`config.mk`:
```
export PLATFORM = sky130hd
export DESIGN_NAME = word_to_ascii_stream_flat
export DESIGN_NICKNAME = d
export VERILOG_FILES = /design/src/rtl/ascii_pkg.sv /design/src/rtl/word_to_ascii_stream_if.sv /design/src/rtl/nibble_to_ascii.sv /design/src/rtl/word_to_ascii_stream.sv /design/src/flat_wrapper.sv
export SDC_FILE = /design/constraint.sdc
export NUM_CORES = 1
export LEC_CHECK = 0
export ABC_AREA = 1
export CAP_MARGIN = 30
export CORE_MARGIN = 4
export CORE_UTILIZATION = 49
export DETAILED_ROUTE_END_ITERATION = 16
export MAX_ROUTING_LAYER = met4
export PLACE_DENSITY = 0.76
export SLEW_MARGIN = 20
export SYNTH_ARGS = -nofsm -noshare
export SYNTH_HDL_FRONTEND = slang
export SYNTH_SLANG_ARGS = --single-unit
export TNS_END_PERCENT = 20
```
`constraint.sdc`:
```
create_clock -name clk -period 2.55 [get_ports clk]
set_input_delay 0.3825 -clock clk [delete_from_list [all_inputs] [get_ports clk]]
set_output_delay 0.3825 -clock clk [all_outputs]
set_load 0.01 [all_outputs]
```
`src/rtl/ascii_pkg.sv`:
```
// Shared constants and types for the word-to-ASCII serialiser.
package ascii_pkg;

  localparam logic [7:0] CH_NUL        = 8'h00;
  localparam logic [7:0] CH_0          = 8'h30;
  localparam logic [7:0] CH_1          = 8'h31;
  localparam logic [7:0] CH_A          = 8'h41;
  localparam logic [7:0] CH_B_LOWER    = 8'h62;
  localparam logic [7:0] CH_X_LOWER    = 8'h78;
  localparam logic [7:0] CH_UNDERSCORE = 8'h5F;

  typedef enum logic {
    MODE_BIN = 1'b0,
    MODE_HEX = 1'b1
  } mode_e;

  typedef enum logic {
    IDLE = 1'b0,
    EMIT = 1'b1
  } state_e;

  // Number of characters rendered for one word in the given mode.
  function automatic int char_count(input int width, input int prefix_en,
                                    input int sep_en, input bit hex);
    if (hex)
      return 2 * prefix_en + width / 4;
    else
      return 2 * prefix_en + width + sep_en * (width / 4 - 1);
  endfunction

endpackage

```
`src/rtl/word_to_ascii_stream_if.sv`:
```
// Word-in / character-out handshake bundle for word_to_ascii_stream.
interface word_to_ascii_stream_if #(
  parameter int WIDTH = 16
) ();

  logic             in_valid;
  logic             in_ready;
  logic [WIDTH-1:0] in_word;
  logic             in_mode;
  logic             out_valid;
  logic             out_ready;
  logic [7:0]       out_char;
  logic             out_last;

  // Producer of words and consumer of characters.
  modport master (
    output in_valid, in_word, in_mode, out_ready,
    input  in_ready, out_valid, out_char, out_last
  );

  // The serialiser itself.
  modport slave (
    input  in_valid, in_word, in_mode, out_ready,
    output in_ready, out_valid, out_char, out_last
  );

endinterface

```
`src/rtl/nibble_to_ascii.sv`:
```
// Combinational 4-bit value to uppercase hex ASCII digit.
module nibble_to_ascii
  import ascii_pkg::*;
(
  input  logic [3:0] nibble,
  output logic [7:0] ch
);

  // 0-9 map onto '0'..'9', 10-15 onto 'A'..'F'.
  always_comb begin
    if (nibble < 4'd10)
      ch = CH_0 + {4'h0, nibble};
    else
      ch = CH_A + ({4'h0, nibble} - 8'd10);
  end

endmodule

```
`src/rtl/word_to_ascii_stream.sv`:
```
// Serialises a latched word into ASCII binary or hex digits, MSB first,
// with optional "0b"/"0x" prefix and optional '_' nibble separators.
//
// state | meaning
// IDLE  | ready for a new word, no character presented
// EMIT  | presenting char[idx_q] of the latched word
module word_to_ascii_stream
  import ascii_pkg::*;
#(
  parameter int WIDTH     = 16,
  parameter int PREFIX_EN = 1,
  parameter int SEP_EN    = 1
) (
  input logic             clk,
  input logic             reset_n,
  word_to_ascii_stream_if.slave bus
);

  localparam int HEX_CNT = char_count(WIDTH, PREFIX_EN, SEP_EN, 1'b1);
  localparam int BIN_CNT = char_count(WIDTH, PREFIX_EN, SEP_EN, 1'b0);
  localparam int MAX_CNT = (HEX_CNT > BIN_CNT) ? HEX_CNT : BIN_CNT;
  localparam int IDX_W   = $clog2(MAX_CNT + 1);
  localparam int DIG_W   = $clog2(WIDTH);

  localparam logic [IDX_W-1:0] HEX_LAST = IDX_W'(HEX_CNT - 1);
  localparam logic [IDX_W-1:0] BIN_LAST = IDX_W'(BIN_CNT - 1);

  state_e            state_q, state_d;
  logic [WIDTH-1:0]  word_q, word_d;
  mode_e             mode_q, mode_d;
  logic [IDX_W-1:0]  idx_q, idx_d;
  // dig_q: digit position counted from the MSB; nib_pos_q: bit within the
  // current nibble; sep_q: the current character is a '_' separator.
  logic [DIG_W-1:0]  dig_q, dig_d;
  logic [1:0]        nib_pos_q, nib_pos_d;
  logic              sep_q, sep_d;

  logic [3:0]        hex_nib;
  logic [7:0]        hex_ch;
  logic              bin_bit;
  logic              in_prefix;
  logic [IDX_W-1:0]  last_idx;
  logic              idle_ready;

  // Select the digit currently addressed from the latched word.
  always_comb begin
    hex_nib = 4'h0;
    bin_bit = 1'b0;
    for (int i = 0; i < WIDTH / 4; i++)
      if (dig_q == DIG_W'(i)) hex_nib = word_q[WIDTH-1-4*i -: 4];
    for (int i = 0; i < WIDTH; i++)
      if (dig_q == DIG_W'(i)) bin_bit = word_q[WIDTH-1-i];
  end

  nibble_to_ascii u_nib (
    .nibble (hex_nib),
    .ch     (hex_ch)
  );

  assign in_prefix = (PREFIX_EN != 0) && (idx_q < IDX_W'(2));
  assign last_idx  = (mode_q == MODE_HEX) ? HEX_LAST : BIN_LAST;
  // Reset must hold in_ready low even though the state register sits in IDLE.
  assign bus.in_ready = idle_ready & reset_n;

  // Next-state, counters and decoded outputs.
  always_comb begin
    state_d       = state_q;
    word_d        = word_q;
    mode_d        = mode_q;
    idx_d         = idx_q;
    dig_d         = dig_q;
    nib_pos_d     = nib_pos_q;
    sep_d         = sep_q;
    idle_ready    = 1'b0;
    bus.out_valid = 1'b0;
    bus.out_char  = CH_NUL;
    bus.out_last  = 1'b0;

    case (state_q)
      IDLE: begin
        idle_ready = 1'b1;
        if (bus.in_valid) begin
          word_d    = bus.in_word;
          mode_d    = mode_e'(bus.in_mode);
          idx_d     = '0;
          dig_d     = '0;
          nib_pos_d = '0;
          sep_d     = 1'b0;
          state_d   = EMIT;
        end
      end

      EMIT: begin
        bus.out_valid = 1'b1;
        bus.out_last  = (idx_q == last_idx);
        if (in_prefix)
          bus.out_char = (idx_q == '0) ? CH_0 :
                         (mode_q == MODE_HEX) ? CH_X_LOWER : CH_B_LOWER;
        else if (sep_q)
          bus.out_char = CH_UNDERSCORE;
        else if (mode_q == MODE_HEX)
          bus.out_char = hex_ch;
        else
          bus.out_char = bin_bit ? CH_1 : CH_0;

        if (bus.out_ready) begin
          if (idx_q == last_idx) begin
            state_d = IDLE;
          end else begin
            idx_d = idx_q + 1'b1;
            if (!in_prefix) begin
              if (sep_q) begin
                sep_d = 1'b0;
              end else begin
                dig_d = dig_q + 1'b1;
                if (mode_q == MODE_BIN) begin
                  nib_pos_d = nib_pos_q + 1'b1;
                  // The final bit ends the word before a trailing '_' can appear.
                  if ((SEP_EN != 0) && (nib_pos_q == 2'd3)) sep_d = 1'b1;
                end
              end
            end
          end
        end
      end

      default: state_d = IDLE;
    endcase
  end

  // State and datapath registers.
  always_ff @(posedge clk or negedge reset_n) begin
    if (!reset_n) begin
      state_q   <= IDLE;
      word_q    <= '0;
      mode_q    <= MODE_BIN;
      idx_q     <= '0;
      dig_q     <= '0;
      nib_pos_q <= '0;
      sep_q     <= 1'b0;
    end else begin
      state_q   <= state_d;
      word_q    <= word_d;
      mode_q    <= mode_d;
      idx_q     <= idx_d;
      dig_q     <= dig_d;
      nib_pos_q <= nib_pos_d;
      sep_q     <= sep_d;
    end
  end

endmodule
```
`src/flat_wrapper.sv`:
```
// flat-port wrapper written by rule: the top's interface ports become plain ports
module word_to_ascii_stream_flat import ascii_pkg::*;
#(
  parameter int WIDTH     = 16,
  parameter int PREFIX_EN = 1,
  parameter int SEP_EN    = 1
)
  (clk, reset_n, bus_in_valid, bus_in_word, bus_in_mode, bus_out_ready, bus_in_ready, bus_out_valid, bus_out_char, bus_out_last);
  word_to_ascii_stream_if #(.WIDTH(WIDTH)) bus_i ();
  input logic clk;
  input logic reset_n;
  input wire logic [$bits(bus_i.in_valid)-1:0] bus_in_valid;
  input wire logic [$bits(bus_i.in_word)-1:0] bus_in_word;
  input wire logic [$bits(bus_i.in_mode)-1:0] bus_in_mode;
  input wire logic [$bits(bus_i.out_ready)-1:0] bus_out_ready;
  output wire logic [$bits(bus_i.in_ready)-1:0] bus_in_ready;
  output wire logic [$bits(bus_i.out_valid)-1:0] bus_out_valid;
  output wire logic [$bits(bus_i.out_char)-1:0] bus_out_char;
  output wire logic [$bits(bus_i.out_last)-1:0] bus_out_last;
  assign bus_i.in_valid = bus_in_valid;
  assign bus_i.in_word = bus_in_word;
  assign bus_i.in_mode = bus_in_mode;
  assign bus_i.out_ready = bus_out_ready;
  assign bus_in_ready = bus_i.in_ready;
  assign bus_out_valid = bus_i.out_valid;
  assign bus_out_char = bus_i.out_char;
  assign bus_out_last = bus_i.out_last;
  word_to_ascii_stream #(.WIDTH(WIDTH), .PREFIX_EN(PREFIX_EN), .SEP_EN(SEP_EN)) u_core (.clk(clk), .reset_n(reset_n), .bus(bus_i));
endmodule
```
# After elaboration in Yosys (flattened, before gate mapping)
# Cells that the tools add are included.
[word_totals]
register_bits = 30
latch_bits = 0
mem_bits_rw = 0
romBits = 0
inputBits = 21
out_inout_bits = 11
word_cells = 108
memories = 0
[classes]
add_sub_neg = 6
mul = 0
div_mod_pow = 0
order_cmp = 2
eq_ne = 23
shifts = 0
muxes = 61
n_bitwise = 2
n_reduce_logical = 7
[ops]
columns = ["op", "count"]
rows = [
  ["8-bit two-way mux", 6],
  ["4-bit two-way mux", 9],
  ["4-bit equality test (second input constant)", 8],
  ["1-bit two-way mux", 30],
  ["5-bit two-way mux", 5],
  ["4-bit by 3-bit equality test with 1-bit output (second input constant)", 4],
  ["2-bit two-way mux", 6],
  ["2-bit != test (second input constant)", 6],
  ["5-bit case mux with 2 select lines", 1],
  ["7-bit by 8-bit adder with 8-bit output (first input constant)", 1],
  ["4-bit by 2-bit equality test with 1-bit output (second input constant)", 2],
  ["4-bit case mux with 2 select lines", 1],
  ["6-bit by 4-bit adder with 7-bit output (first input constant)", 1],
  ["6-bit AND reduction", 1],
  ["5-bit by 1-bit adder with 5-bit output (second input constant)", 1],
  ["5-bit equality test", 1],
  ["5-bit zero test", 1],
  ["5-bit by 2-bit less-than comparator with 1-bit output (second input constant)", 1],
  ["5-bit AND reduction", 1],
  ["4-bit by 4-bit subtractor with 5-bit output (second input constant)", 1],
  ["4-bit by 1-bit adder with 4-bit output (second input constant)", 1],
  ["4-bit by 1-bit equality test with 1-bit output (second input constant)", 1],
  ["4-bit zero test", 1],
  ["4-bit less-than comparator (second input constant)", 1],
  ["other kinds (9)", 10],
]

# Depth between registers and ports, before layout
# Gate-level depths: netlist of the first run.
[logic_depth]
depth_word = 22
ltp_mapped = 21
mapped_depth_nobuf = 21

# Modules after synthesis
# Synthesis of the first run repeated with hierarchy kept, for this count alone.
[hier_totals]
hier_cells = 310
area_unflattened_um2 = 2110.8
[by_module_without_submodules]
columns = ["module", "n_inst", "cells_per_inst", "area_each_um2", "seq_area_each_um2"]
rows = [
  ["word_to_ascii_stream", 1, 274, 1903.1, 750.7],
  ["nibble_to_ascii", 1, 36, 207.7, 0.0],
]

# Worst setup path before layout of the first run
# Ideal clock, no wire load.
[synth_timing]
path_kind = "register to output"
startpoint = "reg u_core.dig_q[1]"
endpoint = "out bus_out_char[2]"
t_arrival_ns = 2.193
required_time_ns = 2.168
setup_slack_ns = -0.026
stages_incl_launch_ff = 16
n_path_buf = 0
cell_sequence = "dfrtp_1 -> inv_1 -> ha_1 -> inv_1 -> nand3_2 -> o22ai_1 -> nand2_1 -> nand3_1 -> o21ai_2 -> ha_1 -> inv_1 -> ha_1 -> inv_1 -> nand2_1 -> or2_2 -> a31oi_1"
[synth_between]
elab_chain_cells = 12
elab_cells_between_ends = 17
classes_between = "add/sub (3); order compare (1); eq/ne (3); mux (9); reduce/logical (1)"
[synth_lines]
columns = ["item", "line", "rtl"]
rows = [
  ["start, declared", "word_to_ascii_stream.sv:34", "logic [DIG_W-1:0] dig_q, dig_d;"],
  ["start signal, assigned", "word_to_ascii_stream.sv:146", "dig_q <= dig_d;"],
  ["4-bit zero test", "word_to_ascii_stream.sv:50", "if (dig_q == DIG_W'(i)) hex_nib = word_q[WIDTH-1-4*i -: 4];"],
  ["4-bit two-way mux (3 in series)", "word_to_ascii_stream.sv:50", ""],
  ["4-bit two-way mux *", "word_to_ascii_stream.sv:50", ""],
  ["4-bit by 4-bit subtractor with 5-bit output", "nibble_to_ascii.sv:14", "ch = CH_A + ({4'h0, nibble} - 8'd10);"],
  ["7-bit by 8-bit adder with 8-bit output", "nibble_to_ascii.sv:14", ""],
  ["8-bit two-way mux *", "nibble_to_ascii.sv:11", "if (nibble < 4'd10)"],
  ["8-bit two-way mux *", "word_to_ascii_stream.sv:101", "else if (mode_q == MODE_HEX)"],
  ["8-bit two-way mux *", "word_to_ascii_stream.sv:99", "else if (sep_q)"],
  ["8-bit two-way mux *", "word_to_ascii_stream.sv:96", "if (in_prefix)"],
  ["8-bit two-way mux *", "word_to_ascii_stream.sv:79", "case (state_q)"],
  ["end, declared", "flat_wrapper.sv:18", "output wire logic [$bits(bus_i.out_char)-1:0] bus_out_char;"],
]
# Mark *: on every way between the ends. The rest lies on a longest branch, timed or not.

# Final worst setup path of the first run
[layout_timing]
startpoint = "reg u_core.dig_q[1]"
endpoint = "out bus_out_char[4]"
# The elaborated chain is that of the path after synthesis.

==> results of run 1 <==
tightest hold or removal path: cells and delay by family (launching register included):
kind             cells  cell delay, ns
and+or+nand+nor      2            0.11
DFF                  1            0.37
worst min-delay path by stage:
stage / from / to / slack [ns] / depth (start not counted)
6_report: u_core.word_q[0] / u_core.word_q[0] / 0.52 / 2
5_1_grt: u_core.nib_pos_q[1] / u_core.nib_pos_q[1] / 0.55 / 2
3_5_place_dp: u_core.nib_pos_q[1] / u_core.nib_pos_q[1] / 0.51 / 2
2_1_floorplan: reset_n / u_core.dig_q[0] / 0.09 / 0
3_3_place_gp: u_core.nib_pos_q[1] / u_core.nib_pos_q[1] / 0.50 / 2
4_1_cts: u_core.idx_q[3] / u_core.idx_q[3] / 0.52 / 1
timing repair:
item | 4_1_cts | 5_1_grt
resized for setup | 55 | 7
hold buffers | 0 | 0
setup endpoints to repair | 7 | 7
cloned | 0 | 0
setup buffers | 7 | 1
pin swaps | 14 | 2
sequential cells by signal, summed over array words and instances (netlist names):
name and cells:
u_core.idx_q 5, u_core.state_q 1, u_core.word_q 16, u_core.nib_pos_q 2
u_core.sep_q 1, u_core.mode_q 1, u_core.dig_q 4
per-stage QoR:
| step | area, um2 | worst slack [ns] |
|---|---|---|
| floorplan | 2150 | -0.00503 |
| global placement | 2750 | -0.467 |
| detailed placement | 2750 | -0.510 |
| CTS | 2970 | -0.362 |
| global route | 2990 | -0.559 |
| finish | 2990 | -0.374 |
placed cells by master (no fill, tap or decap), drive strengths merged:
cell           instances
clkbuf                 7
dfrtp                 30
a31oi                  5
inv                   49
a21boi                 1
nand3b                 1
o21ai                 34
clkinv                 2
o2bb2ai                1
ha                    11
buf                   52
o22ai                  6
clkdlybuf4s50         23
nand2                 65
or2                    1
conb                   1
a31o                   1
nand3                 17
nor2                  35
o211ai                 1
a21oi                 16
nor3                   6
and3                   2
a211oi                 1
o21a                   1
nand4                  3
kinds of logic (layout without fill, tap and decap cells):
| family | after synthesis | in the layout | share of synthesized area (%) |
|---|---|---|---|
| adder cells (fa/ha/maj) | 11 | 11 | 6.43 |
| buffers and inverters | 57 | 133 | 10.5 |
| flip-flops | 30 | 30 | 35.1 |
| other | 1 | 1 | 0.175 |
| AND/OR/NAND/NOR | 130 | 130 | 28.7 |
| AO/OA/AOI/OAI | 67 | 67 | 19.1 |
power breakdown:
group          internal (mW)  switching (mW)  total (mW)
combinational           1.32            1.53        2.85
clock                  0.187           0.166       0.354
sequential             0.709           0.192       0.901
routing by layer:
layer  track usage, %  vias up  routed length, um
met5                -        -                  0
met4             8.45        0                 80
met3             3.92       10                250
met2             39.6       45               2740
met1             25.6      988               2380
li1                 -     1110                  -
layout make-up:
| type | count | area (um2) |
|---|---|---|
| clock buffers | 7 | 76.3 |
| fillers | 293 | 1120 |
| inverters | 51 | 194 |
| multi-input cells | 209 | 1300 |
| flip-flops and latches | 30 | 752 |
| well taps | 50 | 62.6 |
| repair buffers | 75 | 607 |
==> run summary, run 1 <==
Async SR Flop Fraction = 100%
GP Congestion = 0.965
num ports = 32
CP most frequent cell = inv_2
EDFF count, synth = 0
clk root buf = clkbuf_8
DR vias = 2153
Inst Count DP = 407
Avg Inst Size Synth = 7.23 um2
Worst R2R Start = u_core.mode_q
Inserted Clock Buffers = 5
Clock Path Buffers = 2
final worst path period need = 2.92 ns
critical path, cell by cell = inv_2 > ha_4 > inv_2 > nand3_2 > o22ai_2 > nand2_1 > o211ai_2 > o21ai_2 > ha_2 > inv_2 > ha_4 > a31oi_4 > nor2_2 > nand3_1 > a21oi_2 > nor2_1 > buf_2
Max Freq = 342 MHz
die width = 74.1 um
Synth Flop Type = dfrtp_1
LEAKAGE = 1.43 nW
clk sinks = 30
Tightest Hold Check Type = register to register
Initial Util = 52.0%
PD cells = 1370 nW/um2
outcome = finished with violations
Synth cell types = 40
Largest delay share family, worst path = adder cells
die area = 5490 um2
PortBufs = 30
Worst setup EP type = output port
max-slew violation count = 0
MaxCap Viol Count = 0
synth top area cells = dfrtp_1, nand2_1, inv_1
crit path from = u_core.dig_q[1]
CP max-delay cell = dfrtp_1
Detailed Route WL = 5.45 mm
proportion of layout cells with a drive suffix above 1 = 29.8%
H-Tree Depth = 2
Syn Std Cell Area = 2140 um2
Ys Warns = 0
Worst setup SP type = register
Final period util = 115%
failing checks = setup timing
Clock Pin Slew Worst Setup and Hold Paths = 0.06 ns
pin count of the biggest net entering global routing = 33
most frequent cell after synthesis = nand2_1
vias in the first global route = 2138
Antenna Cells = 0
unrepaired setup endpoints after global routing = yes
Final ANT Viol Nets = 0
worst hold slack = 0.520 ns
Worst Setup EP = bus_out_char[4]
endpoints failing setup = 7
Final Power = 4.11 mW
Non-Filler Instances = 422
sequential cell area fraction in the yosys report = 35.1%
core area = 4120 um2
CTS tree = done
global-route usage over all layers = 22.6%
TNS Setup = -2.10 ns
critical path class = register to output port
Layout Nets = 404
syn nets = 328
DP Wirelength = 3.99 mm
Skew-Pair Late Insertion Delay = 0.28 ns
Critical Path RT = 2.17 ns
Seq cells post-synth = 30
FF-to-FF setup slack = 0.61 ns
Arrival @ worst endpoint = 2.54 ns
Yosys top cell area share = 35.1%
Max VDD drop = 744 uV
Syn Inst Count = 296
via/cell ratio = 5.10
crit path max fanout = 3
Reg2Reg Depth = 12
post-synth top area cell = dfrtp_1
setup ws final = -0.374 ns
total grt overflow = 0
Clock Skews = 0.00432 ns
WL per Instance = 12.9 um
Detailed Route Iter0 Violations = 150
global-route wire length before repair = 9.32 mm
die height = 74.1 um
Area Overhead vs Synth = 39.9%
Worst Path Buf+Inv = 4
Final Util = 72.8%
Row Count = 23
CP Depth = 17
Crit path largest cell delay = 0.38 ns
reg2reg end = u_core.nib_pos_q[0]
Post-synth top cells = nand2_1, inv_1, dfrtp_1, nor2_1, o21ai_0
initial antenna violation count = 0
# DRC = 0
first drt pass iteration count = 4
Hold Fails Final Rpt = 0
No activity file was read; power rests on OpenSTA's default activity.
==> run 2: changes to the inputs <==
--- a/config.mk
+++ b/config.mk
@@ -8,10 +8,11 @@
 export ABC_AREA = 1
 export CAP_MARGIN = 30
 export CORE_MARGIN = 4
-export CORE_UTILIZATION = 49
+export CORE_UTILIZATION = 57
 export DETAILED_ROUTE_END_ITERATION = 16
-export MAX_ROUTING_LAYER = met4
-export PLACE_DENSITY = 0.76
+export DONT_BUFFER_PORTS = 1
+export PLACE_DENSITY = 0.75
+export RECOVER_POWER = 100
 export SLEW_MARGIN = 20
 export SYNTH_ARGS = -nofsm -noshare
 export SYNTH_HDL_FRONTEND = slang
==> run summary, run 2 (synthesis results as in run 1) <==
Tightest Pin Transition = 1.65 ns
most frequent cells in the layout = nand2_1, inv_1, dfrtp_1
Max Freq = 352 MHz
H-Tree Depth = 2
Top Registers = u_core.word_q: 16 flops, u_core.idx_q: 5 flops, u_core.dig_q: 4 flops
die area = 4800 um2
clk sinks = 30
failing checks = capacitance limit, slew limit, setup timing
Reg area = 753 um2
Detailed Route Iter0 Violations = 174
Largest Register = u_core.word_q
DP Wirelength = 3.88 mm
most common cell after layout, fill and taps aside = nand2_1
Final period util = 111%
pin count of the biggest net entering global routing = 31
PD cells = 1480 nW/um2
die height = 69.3 um
Initial Util = 61.7%
Max VDD drop = 800 uV
MaxCap Viol Count = 1
Clock Skews = 0.00222 ns
Clock Path Buffers = 2
crit path max fanout = 4
Layout Nets = 357
Hold Fails Final Rpt = 0
worst hold slack = 0.193 ns
die width = 69.3 um
LEAKAGE = 1.25 nW
# DRC = 0
DR vias = 2041
via/cell ratio = 5.49
final worst path period need = 2.84 ns
Final Power = 3.96 mW
global-route wire length before repair = 9.08 mm
max FFs per register = 16
Arrival @ worst endpoint = 2.46 ns
PortBufs = 0
core area = 3470 um2
Area Overhead vs Synth = 24.9%
setup ws final = -0.291 ns
endpoints failing setup = 7
num ports = 32
clk root buf = clkbuf_8
GP Congestion = 0.868
first drt pass iteration count = 4
CTS tree = done
WL per Instance = 14.7 um
Detailed Route WL = 5.48 mm
Worst setup EP type = output port
Multi-input gate area = 1360 um2
initial antenna violation count = 0
Seq pwr share = 23.3%
proportion of layout cells with a drive suffix above 1 = 29.4%
unrepaired setup endpoints after global routing = yes
Skew-Pair Late Insertion Delay = 0.28 ns
Worst setup SP type = register
Row Count = 21
total grt overflow = 0
fillers = 253
slew margin rel. = -9.87%
outcome = finished with violations
max-slew violation count = 31
Critical Path RT = 2.17 ns
global-route usage over all layers = 23.2%
Final ANT Viol Nets = 0
Inserted Clock Buffers = 5
vias in the first global route = 1929
P_int = 2.00 mW
sw power = 1.96 mW
Clock power frac = 9.6%
critical path class = register to output port
Antenna Cells = 0
combinational power share = 67.0%
Tightest Hold Check Type = input port to register
Net Sw Frac = 49.4%
Clock Pin Slew Worst Setup and Hold Paths = 0.07 ns
==> run 2: cell types whose count changed in the layout (fill, tap and decap cells not counted), moves of 2 or more <==
cell,before,now
inv_1,36,34
clkdlybuf4s50_1,23,0
buf_4,44,23
nand3_1,15,13
nand2_4,2,4
nor2_1,28,24
nor2_2,3,7
nand2_2,4,2
buf_2,7,0
==> run 2: timing repair <==
item	CTS	global route
setup endpoints to repair	7	7
pin swaps	7	17
resized for setup	28	24
endpoints found under the hold margin	30	0
hold buffers	2	0
setup buffers	2	2
==> run 2: power groups by stage <==
stage	clock network, mW	registers (mW)	logic [mW]
finish	0.382	0.923	2.66
detailed placement	0	0.910	2.08
CTS	0.394	0.907	2.31
floorplan	0	0.852	1.53
global route	0.415	0.961	2.95
global placement	0	0.900	2.06
==> run 2: metrics by stage <==
step | area, um2 | utilization (%) | setup WS (ns) | setup TNS, ns | instances
2_1_floorplan | 2150 | - | -0.00503 | -0.00503 | 296
5_1_grt | 2670 | 77.1 | -0.457 | -2.87 | 372
6_report | 2670 | 77.1 | -0.291 | -1.73 | 372
4_1_cts | 2560 | 73.9 | -0.299 | -1.77 | 370
3_5_place_dp | 2330 | 67.3 | -0.123 | -0.500 | 358
3_3_place_gp | 2330 | 67.3 | -0.0899 | -0.205 | 358
==> run 2: layout make-up <==
type	count	area share [%]
inverters	51	7.35
flip-flops and latches	30	28.2
multi-input cells	209	51.0
clock inverters	3	0.796
repair buffers	28	7.96
well taps	46	2.15
clock buffers	5	2.57
==> run 2: final timing paths <==
kind,cells past startpoint,slack (ns),startpoint,end
worst max register to register,5,0.40,u_core.state_q,u_core.word_q[10]
worst max-delay path,15,-0.29,u_core.dig_q[0],bus_out_char[4]
max in group asynchronous,2,0.38,reset_n,u_core.dig_q[0]
min in group asynchronous,2,1.10,reset_n,u_core.word_q[9]
worst min register to register,2,0.53,u_core.word_q[0],u_core.word_q[0]
worst min-delay path,1,0.19,bus_out_ready,u_core.state_q
==> run 2: worst max-delay path, stage by stage (launching register included) <==
cell and delay, ns:
dfrtp_2 0.46, ha_4 0.20, inv_4 0.07, nand3_4 0.09, o22ai_2 0.14, nand2_1 0.08, nand3_2 0.07, o21ai_2 0.06
buf_4 0.17, ha_4 0.26, inv_2 0.05, a31oi_4 0.17, nor2_4 0.06, nand3_2 0.06, a21oi_2 0.06, nor2_2 0.17
==> run 2: per-layer routing <==
metal / share of wire (%) / track usage (%) / vias to the layer above / routed length (um)
met3: 6.5 / 5.36 / 8 / 354
li1: - / - / 1016 / -
met1: 45 / 31.4 / 954 / 2460
met4: 1.7 / 9.11 / 0 / 93
met5: 0 / 0 / - / 0
met2: 47 / 35.7 / 63 / 2570
==> run 3: changes to the inputs <==
--- a/config.mk
+++ b/config.mk
@@ -8,13 +8,14 @@
 export ABC_AREA = 1
 export CAP_MARGIN = 30
 export CORE_MARGIN = 4
-export CORE_UTILIZATION = 57
+export CORE_UTILIZATION = 60
+export CTS_BUF_LIST = sky130_fd_sc_hd__clkbuf_2 sky130_fd_sc_hd__clkbuf_4 sky130_fd_sc_hd__clkbuf_8
 export DETAILED_ROUTE_END_ITERATION = 16
 export DONT_BUFFER_PORTS = 1
-export PLACE_DENSITY = 0.75
+export PLACE_DENSITY = 0.79
 export RECOVER_POWER = 100
 export SLEW_MARGIN = 20
 export SYNTH_ARGS = -nofsm -noshare
 export SYNTH_HDL_FRONTEND = slang
 export SYNTH_SLANG_ARGS = --single-unit
-export TNS_END_PERCENT = 20
+export TNS_END_PERCENT = 1
==> run summary, run 3 (synthesis results as in run 1) <==
Max VDD drop = 726 uV
H-Tree Depth = 2
max FFs per register = 16
max-slew violation count = 31
Critical Path RT = 2.17 ns
Hold Fails Final Rpt = 0
Area Overhead vs Synth = 23.0%
CTS tree = done
failing checks = capacitance limit, slew limit, setup timing
num ports = 32
Hold Path Sink = u_core.state_q
Top Registers = u_core.word_q: 16 flops, u_core.idx_q: 5 flops, u_core.dig_q: 4 flops
critical path class = register to output port
outcome = finished with violations
crit path max fanout = 4
slew margin rel. = -7.08%
die height = 67.7 um
setup ws final = -0.477 ns
Tightest Pin Transition = 1.61 ns
WL per Instance = 16.0 um
FF-to-FF setup slack = 0.18 ns
total grt overflow = 0
vias in the first global route = 2119
Tightest Hold Check Type = input port to register
Skew-Pair Late Insertion Delay = 0.37 ns
Largest Register = u_core.word_q
LEAKAGE = 1.23 nW
via/cell ratio = 5.70
initial antenna violation count = 0
Clock Pin Slew Worst Setup and Hold Paths = 0.11 ns
Arrival @ worst endpoint = 2.64 ns
die width = 67.7 um
core area = 3390 um2
Initial Util = 63.1%
endpoints failing setup = 7
Detailed Route WL = 6.00 mm
Worst setup EP type = output port
Final ANT Viol Nets = 0
GP Congestion = 0.923
global-route wire length before repair = 9.40 mm
Worst R2R Start = u_core.state_q
Hold Crit Start = bus_out_ready
Row Count = 21
Clock Path Buffers = 2
Layout Nets = 360
DR vias = 2136
global-route usage over all layers = 27.7%
# DRC = 0
proportion of layout cells with a drive suffix above 1 = 28.3%
Detailed Route Iter0 Violations = 136
DP Wirelength = 3.97 mm
PD cells = 1490 nW/um2
MaxCap Viol Count = 1
unrepaired setup endpoints after global routing = yes
fillers = 244
Inserted Clock Buffers = 5
Clock Skews = 0.0167 ns
clk sinks = 30
pin count of the biggest net entering global routing = 31
Max Freq = 330 MHz
first drt pass iteration count = 4
reg2reg end = u_core.nib_pos_q[0]
Antenna Cells = 0
final worst path period need = 3.03 ns
most frequent cells in the layout = nand2_1, inv_1, dfrtp_1
die area = 4590 um2
Final Power = 3.93 mW
PortBufs = 0
Reg2Reg Depth = 10
Worst setup SP type = register
most common cell after layout, fill and taps aside = nand2_1
clk root buf = clkbuf_4
Hold Crit Depth = 1
Final period util = 119%
Final Util = 77.7%
-- run 3: per-stage QoR --
stage | cells | hold WS (ns) | worst slack, ns | instance area, um2 | TNS [ns]
after floorplan | 296 | 0.0869 | -0.00503 | 2150 | -0.00503
after global placement | 359 | 0.0877 | -0.00273 | 2340 | -0.00273
after detailed placement | 359 | 0.0877 | -0.0749 | 2340 | -0.252
after CTS | 372 | 0.113 | -0.348 | 2580 | -2.03
after global routing | 375 | 0.106 | -0.581 | 2630 | -4.00
final | 375 | 0.0997 | -0.477 | 2630 | -3.02
-- run 3: worst max-delay path by stage --
stage,startpoint,to,slack [ns],cells past startpoint
floorplan,u_core.dig_q[1],bus_out_char[4],-0.005,16
global placement,u_core.dig_q[0],bus_out_char[2],-0.003,14
detailed placement,u_core.dig_q[1],bus_out_char[2],-0.07,15
CTS,u_core.dig_q[1],bus_out_char[4],-0.35,15
global route,u_core.dig_q[1],bus_out_char[4],-0.58,16
finish,u_core.dig_q[1],bus_out_char[4],-0.48,16
-- run 3: layout make-up --
type | instances | area [um2] | area share (%)
well taps | 46 | 57.6 | 2.19
clock inverters | 2 | 12.5 | 0.475
multi-input cells | 210 | 1340 | 51.0
inverters | 51 | 196 | 7.46
repair buffers | 30 | 220 | 8.37
clock buffers | 6 | 51.3 | 1.95
flip-flops and latches | 30 | 753 | 28.6
-- run 3: critical path, stage by stage, from the launching register on --
cell	delay (ns)
dfrtp_1	0.40
inv_2	0.09
ha_4	0.17
inv_2	0.06
nand3_2	0.08
o22ai_1	0.15
nand2_1	0.13
o211ai_2	0.11
o21ai_2	0.10
buf_4	0.17
ha_4	0.25
inv_4	0.07
a31oi_4	0.08
nor2_2	0.12
nand3_1	0.09
a21oi_2	0.15
nor2_2	0.07
-- run 3: routing by layer --
layer | up-vias | global-route usage, % | wire [um]
li1 | 1025 | - | -
met1 | 996 | 32.5 | 2450
met3 | 28 | 7.99 | 371
met2 | 87 | 45.7 | 2930
met5 | - | 0 | 0
met4 | 0 | 13.9 | 245
-- run 3: where the power goes --
| part | internal (mW) | switching, mW | leakage, nW | total (mW) |
|---|---|---|---|---|
| logic | 1.09 | 1.59 | 0.850 | 2.68 |
| registers | 0.708 | 0.222 | 0.348 | 0.931 |
| clock network | 0.132 | 0.184 | 0.0343 | 0.317 |
-- run 3: what timing repair did --
action / in CTS / in global routing
hold buffers: 2 / 0
cloned: 0 / 1
setup endpoints to repair: 7 / 7
setup buffers: 3 / 2
pin swaps: 15 / 13
resized for setup: 28 / 19
endpoints found under the hold margin: 30 / 0
